`src/rtl/moore_serial_tx.sv`:
```
// Moore serial transmitter: takes a parallel word on a valid/ready handshake and
// sends it as a start bit, the data bits LSB-first and a stop bit.
module moore_serial_tx #(
  parameter int DATA_W     = 8,
  parameter int BIT_CYCLES = 1
) (
  input  logic              clk,
  input  logic              rst_n,
  input  logic [DATA_W-1:0] tx_data,
  input  logic              tx_valid,
  output logic              tx_ready,
  output logic              tx_out,
  output logic              tx_busy,
  output logic              done,
  output logic [1:0]        state
);

  localparam int CW = $clog2(BIT_CYCLES + 1);
  localparam int BW = $clog2(DATA_W + 1);
  localparam logic [CW-1:0] CYC_LAST = CW'(BIT_CYCLES - 1);
  localparam logic [BW-1:0] BIT_LAST = BW'(DATA_W - 1);

  typedef enum logic [1:0] {
    IDLE  = 2'd0,
    START = 2'd1,
    DATA  = 2'd2,
    STOP  = 2'd3
  } state_t;

  state_t            cur_state;
  state_t            nxt_state;
  logic [CW-1:0]     cyc_cnt;
  logic [BW-1:0]     bit_cnt;
  logic [DATA_W-1:0] shreg;
  logic              bit_end;
  logic              handshake;

  assign handshake = tx_valid && tx_ready;
  assign bit_end   = (cyc_cnt == CYC_LAST);
  assign state     = cur_state;

  always_ff @(posedge clk or negedge rst_n) begin
    if (!rst_n) begin
      cur_state <= IDLE;
    end else begin
      cur_state <= nxt_state;
    end
  end

  always_comb begin
    nxt_state = cur_state;
    case (cur_state)
      IDLE:    if (handshake) nxt_state = START;
      START:   if (bit_end) nxt_state = DATA;
      DATA:    if (bit_end && (bit_cnt == BIT_LAST)) nxt_state = STOP;
      STOP:    if (bit_end) nxt_state = IDLE;
      default: nxt_state = IDLE;
    endcase
  end

  // Counters restart at every bit boundary; the shift register exposes the
  // current data bit at shreg[0] and moves on only at the end of a DATA bit.
  always_ff @(posedge clk or negedge rst_n) begin
    if (!rst_n) begin
      cyc_cnt <= '0;
      bit_cnt <= '0;
      shreg   <= '0;
      done    <= 1'b0;
    end else begin
      done <= (cur_state == STOP) && bit_end;
      case (cur_state)
        IDLE: begin
          cyc_cnt <= '0;
          bit_cnt <= '0;
          if (handshake) shreg <= tx_data;
        end
        DATA: begin
          if (bit_end) begin
            cyc_cnt <= '0;
            shreg   <= shreg >> 1;
            bit_cnt <= (bit_cnt == BIT_LAST) ? '0 : bit_cnt + 1'b1;
          end else begin
            cyc_cnt <= cyc_cnt + 1'b1;
          end
        end
        default: begin
          cyc_cnt <= bit_end ? '0 : cyc_cnt + 1'b1;
        end
      endcase
    end
  end

  always_comb begin
    tx_out   = 1'b1;
    tx_ready = 1'b0;
    tx_busy  = 1'b1;
    case (cur_state)
      IDLE: begin
        tx_ready = 1'b1;
        tx_busy  = 1'b0;
      end
      START:   tx_out = 1'b0;
      DATA:    tx_out = shreg[0];
      STOP:    tx_out = 1'b1;
      default: tx_out = 1'b1;
    endcase
  end

endmodule

```
`config.mk`:
```
export PLATFORM = sky130hd
export DESIGN_NAME = moore_serial_tx
export DESIGN_NICKNAME = d
export VERILOG_FILES = /design/src/rtl/moore_serial_tx.sv
export SDC_FILE = /design/constraint.sdc
export NUM_CORES = 1
export LEC_CHECK = 0
export ABC_AREA = 1
export BUFFER_PORTS_ARGS = -buffer_cell sky130_fd_sc_hd__buf_2
export CAP_MARGIN = 25
export CORE_MARGIN = 4
export CORE_UTILIZATION = 55
export CTS_CLUSTER_DIAMETER = 200
export DETAILED_ROUTE_END_ITERATION = 8
export HOLD_SLACK_MARGIN = 0.03
export MAX_ROUTING_LAYER = met4
export PLACE_DENSITY = 0.78
export SETUP_SLACK_MARGIN = 0.05
export SYNTH_ARGS = -nofsm -noshare
export SYNTH_HDL_FRONTEND = slang
export SYNTH_SLANG_ARGS = --single-unit
```
`constraint.sdc`:
```
create_clock -name clk -period 2.6 [get_ports clk]
set_input_delay 0.13 -clock clk [delete_from_list [all_inputs] [get_ports clk]]
set_output_delay 0.13 -clock clk [all_outputs]
set_load 0.05 [all_outputs]
```
==> results.cfg, run 1 <==
[status]
status = complete, no violations

[worst_hold_path]
min_from = tx_data[7]
hold_path_depth = 3
hp-class = primary input to register
holdPathEnd = shreg[7]

[final_layout]
nNetsFinal = 137
n_antenna_cell = 0
area_growth_pct = 16.4
layout_common_cells = nand2_1 (56), buf_2 (16), dfrtp_1 (15)
fin_cells = 135
layout-drive-gt1-share_pct = 20.0
layout_commonest_cell = nand2_1
fin_area_um2 = 915

[synthesis]
seq_area_frac_synth_pct = 47.8
yosysUniqueCellTypes = 15
synth_cells = 100
synth.net_count = 116
netlist_area_um2 = 786
synth.ff_latch_count = 15
syn_avg_cell_area_um2 = 7.86
yosysWarningCount = 0

[clock_tree]
clkSlewWorstSetupHoldPaths_ns = 0.09
post_cts_resized = 0
cts_setup_buffers = 0
cts_tree = yes
cts_made_buffers = 3
clk_path_buf_depth = 2
cts_max_level = 1
clock-sinks = 15
clkLatencyLatePin_ns = 0.28
root_buffer = clkbuf_4

[worst_setup_path]
critPathCaptureType = primary output
critPathMaxFanout = 15
worst-endpoint-arrival_ns = 1.80
cp.required_ns = 2.47
timing.rr.end = shreg[7]
startpoint_type = register
worstSetupPathType = register to primary output
ff2ff_path_depth = 5
r2r_start = state[0]
rrSetupSlack_ns = 0.89

[drt]
dr.pass1.iters = 5
ant_nets = 0
num_vias = 687
top_layer = met4
drtIter0Drc = 26
routed_wl_um = 1550
vias_per_cell = 5.09
wl_met3_um = 92
route.detailed.drc = 0
met1_length_um = 715
wl_met2_um = 721
drt-wirelength-per-cell_um = 11.5

[die]
fp.coreArea_mm2 = 0.00132
start_util_pct = 59.6
die_width_um = 45.8
die_area_mm2 = 0.00210
rows = 13
io_pins = 17
die_h_um = 45.8

[sta]
rsz0062_at_grt = false
fin_ws_ns = 0.672
tightest_slew_ns = 0.543
fin_crit_sh_pct = 74.1
fmax_ghz = 0.519
max-slew-margin-rel_pct = 63.8
finalHoldViolations = 0
period_minus_slack_ns = 1.93
setup_violations = 0
setup_tns_ns = 0
slew_viol_final = 0
skew_ns = 0.000679
holdWs_ns = 0.0978

[power_and_ir_drop]
switching_power_mw = 0.679
leakagePower_nw = 0.526
clkPwrFrac_pct = 10.4
pwr_density_cell_mw_per_mm2 = 1400
p_seq_share_pct = 31.9
combPwrFrac_pct = 57.7
p_int_mw = 0.597
ir_worst_vdd_v = 0.000701
swShare_pct = 53.2

[placed_design]
placedCellCount = 130
placed_area_um2 = 877
detailed_place_hpwl_um = 1150
dpl_worst_slack_ns = 0.886
place.gp.congestion = 0.874
place.port_buffers = 16

[global_routing]
grt-ovfl-total = 0
grt_first_pass_wirelength_um = 2500
grt_pass1_vias = 601
grt_max_degree = 16
grt_antenna_before_repair = 0
grtUsageTotal_pct = 17.3

[job]
drv_cap = 0
[per-layer routing]
metal / global-route usage [%] / up-vias
met2: 26.7 / 17
li1: - / 359
met1: 22.1 / 309
met4: 6.82 / 0
met5: - / -
met3: 3.56 / 2
[through the flow]
step | utilization [%] | power, mW
after floorplan | - | 0.986
after global placement | 66.6 | 1.13
after detailed placement | 66.6 | 1.15
after CTS | 69.4 | 1.29
after global routing | 69.4 | 1.38
final | 69.4 | 1.28
[synthesized netlist by cell type (all sizes together)]
| master | n | area (um2) |
|---|---|---|
| nand3 | 3 | 15.0 |
| a22o | 1 | 8.76 |
| nand4 | 3 | 18.8 |
| o21ai | 7 | 38.8 |
| inv | 6 | 22.5 |
| nor2 | 2 | 10.0 |
| ha | 5 | 62.6 |
| dfrtp | 15 | 375 |
| buf | 1 | 7.51 |
| nand2 | 56 | 210 |
| a21oi | 1 | 16.3 |
[kinds of logic (layout without fill, tap and decap cells)]
| group | after synthesis | in the layout | share of synthesized area [%] |
|---|---|---|---|
| AND/OR/NAND/NOR | 64 | 64 | 32.3 |
| flip-flops | 15 | 15 | 47.8 |
| AO/OA/AOI/OAI | 9 | 9 | 8.12 |
| buffers and inverters | 7 | 27 | 3.82 |
| adder cells (fa/ha/maj) | 5 | 5 | 7.96 |
[worst max-delay path, cell delays in order (launching register included)]
cell and delay (ns):
dfrtp_1 0.43, inv_1 0.11, ha_1 0.51, nand2_1 0.09
o21ai_0 0.08, buf_2 0.28
[final cells by class]
type	instances	area, um2
Tap cell	15	18.8
Clock buffer	3	22.5
Inverter	6	22.5
Fill cell	107	403
Sequential cell	15	375
Timing Repair Buffer	17	90.1
Multi-Input combinational cell	78	380
Clock inverter	1	5.00
[registers in the layout, indices dropped and copies added, names as in the netlist]
name,count
done,1
state,2
bit_cnt,4
shreg,8
[timing repair]
item	CTS	global route
hold buffers	1	0
endpoints found under the hold margin	15	0
endpoints found under the setup margin	0	0
[power groups by stage]
| stage | combinational [mW] | clock, mW | sequential, mW |
|---|---|---|---|
| after global routing | 0.810 | 0.145 | 0.421 |
| after global placement | 0.718 | 0 | 0.408 |
| final | 0.736 | 0.133 | 0.407 |
| after detailed placement | 0.739 | 0 | 0.410 |
| after CTS | 0.742 | 0.137 | 0.406 |
| after floorplan | 0.510 | 0 | 0.475 |
[worst max path at each step]
stage          startpoint  endpoint  depth (start not counted)
4_1_cts          state[0]    tx_out                          5
6_report         state[0]    tx_out                          5
2_1_floorplan    state[0]    tx_out                          4
3_3_place_gp     state[0]  shreg[7]                          5
3_5_place_dp     state[0]  shreg[7]                          5
5_1_grt          state[0]    tx_out                          5
(Power assumes the default switching activity.)
==> run 2: changes to the inputs <==
Settings changed: CORE_ASPECT_RATIO set to 0.9, CORE_UTILIZATION 55 to 51, PLACE_DENSITY 0.78 to 0.73.
Clock period 2.6 ns to 1.9 ns, I/O delays scaled along.
==> run 2 against run 1 <==
Global-route usage shrank 0.88 points. Critical path depth is the same. Largest cell class unchanged. Largest power group unchanged. Critical path type unchanged. Core utilization shrank 5.1 points.
==> results.cfg, run 2 (synthesis results as in run 1) <==
[worst_hold_path]
holdPathEnd = shreg[7]
hp-class = primary input to register
min_from = tx_data[7]
hold_path_depth = 3

[global_routing]
grt_first_pass_wirelength_um = 2680
grtUsageTotal_pct = 16.4
grt-ovfl-total = 0
grt_pass1_vias = 621
grt_max_degree = 16
grt_antenna_before_repair = 0

[clock_tree]
cts_made_buffers = 3
cts_max_level = 1
cts_setup_buffers = 0
root_buffer = clkbuf_4
clkSlewWorstSetupHoldPaths_ns = 0.09
cts_tree = yes
clkLatencyLatePin_ns = 0.28
clk_path_buf_depth = 2
clock-sinks = 15

[drt]
drtIter0Drc = 20
ant_nets = 0
dr.pass1.iters = 4
drt-wirelength-per-cell_um = 12.0
route.detailed.drc = 0
vias_per_cell = 5.15
routed_wl_um = 1630
num_vias = 701

[final_layout]
layout_common_cells = nand2_1 (56), buf_2 (16), dfrtp_1 (15)
fin_area_um2 = 931
final_util_pct = 64.3
largest_register = shreg
nNetsFinal = 138
largest_reg_flops = 8
fin_cells = 136
n_antenna_cell = 0
layout-drive-gt1-share_pct = 23.1
layout_commonest_cell = nand2_1
area_growth_pct = 18.5

[sta]
fmax_ghz = 0.594
rsz0062_at_grt = false
tightest_slew_ns = 0.342
finalHoldViolations = 0
setup_tns_ns = 0
slew_viol_final = 0
fin_crit_sh_pct = 88.6
skew_ns = 0.00120
holdWs_ns = 0.0732
fin_ws_ns = 0.217
max-slew-margin-rel_pct = 77.2
setup_violations = 0
period_minus_slack_ns = 1.68

[die]
io_pins = 17
fp.coreArea_mm2 = 0.00145
die_area_mm2 = 0.00223
die_width_um = 49.4
start_util_pct = 54.3
rows = 13
die_h_um = 45.2

[worst_setup_path]
cp_cell_sequence = inv_1 > ha_2 > nand2_1 > o21ai_2 > buf_2
startpoint_type = register
critPathMaxFanout = 11
worst-endpoint-arrival_ns = 1.59
critPathCaptureType = primary output
crit_family = flip-flops
ff2ff_path_depth = 5
path_buf_inv = 2
crit_slowest_cell = dfrtp_1
crit_path_max_incr_delay_ns = 0.44
worstSetupPathType = register to primary output
cp.required_ns = 1.80
r2r_start = state[0]
timing.rr.end = shreg[7]
rrSetupSlack_ns = 0.43

[status]
status = complete, no violations

[placed_design]
detailed_place_hpwl_um = 1200
placed_area_um2 = 891
place.gp.congestion = 0.943
placedCellCount = 131
dpl_worst_slack_ns = 0.311
place.port_buffers = 16

[power_and_ir_drop]
leakagePower_nw = 0.530
pwr_density_cell_mw_per_mm2 = 1930
finalPower_mw = 1.80
ir_worst_vdd_v = 0.00119

[job]
drv_cap = 0
==> run 2: changes by cell type in the layout (fill, tap and decap cells not counted), sizes merged <==
cell / previous run / this run
buf: 16 / 17
==> run 2: final cells by class <==
| cell class | instances | area, um2 |
|---|---|---|
| Sequential cell | 15 | 375 |
| Clock buffer | 3 | 22.5 |
| Clock inverter | 1 | 5.00 |
| Timing Repair Buffer | 18 | 97.6 |
| Tap cell | 15 | 18.8 |
| Multi-Input combinational cell | 78 | 389 |
| Inverter | 6 | 22.5 |
| Fill cell | 122 | 517 |
==> run 2: power breakdown <==
group | internal (mW) | switching [mW]
sequential | 0.461 | 0.102
clock | 0.0782 | 0.104
combinational | 0.310 | 0.739
==> run 2: worst min-delay path: cells and delay by family <==
family          cells  cell delay [ns]
buf+inv             1             0.08
simple gates        1             0.08
compound gates      1             0.07
==> run 2: worst max-delay path by stage <==
stage | start | end | slack [ns] | cells after the start
after global routing | state[0] | tx_out | 0.13 | 5
final | state[0] | tx_out | 0.22 | 5
after floorplan | state[0] | tx_out | 0.07 | 4
after detailed placement | state[0] | shreg[7] | 0.31 | 5
after global placement | state[0] | shreg[3] | 0.40 | 6
after CTS | state[0] | tx_out | 0.09 | 5
==> run 2: timing repair <==
action,CTS,global route
endpoints found under the setup margin,0,1
hold buffers,1,0
hold endpoints to repair,15,0
resized for setup,0,1
==> run 2: metal layers <==
metal  global-route usage, %  vias to the layer above  part of all wire [%]
met5                       -                        -                     0
met4                    6.63                        0                  0.98
met3                    3.30                        4                   9.0
met2                    26.5                       36                    46
met1                    20.6                      304                    44
li1                        -                      357                     -
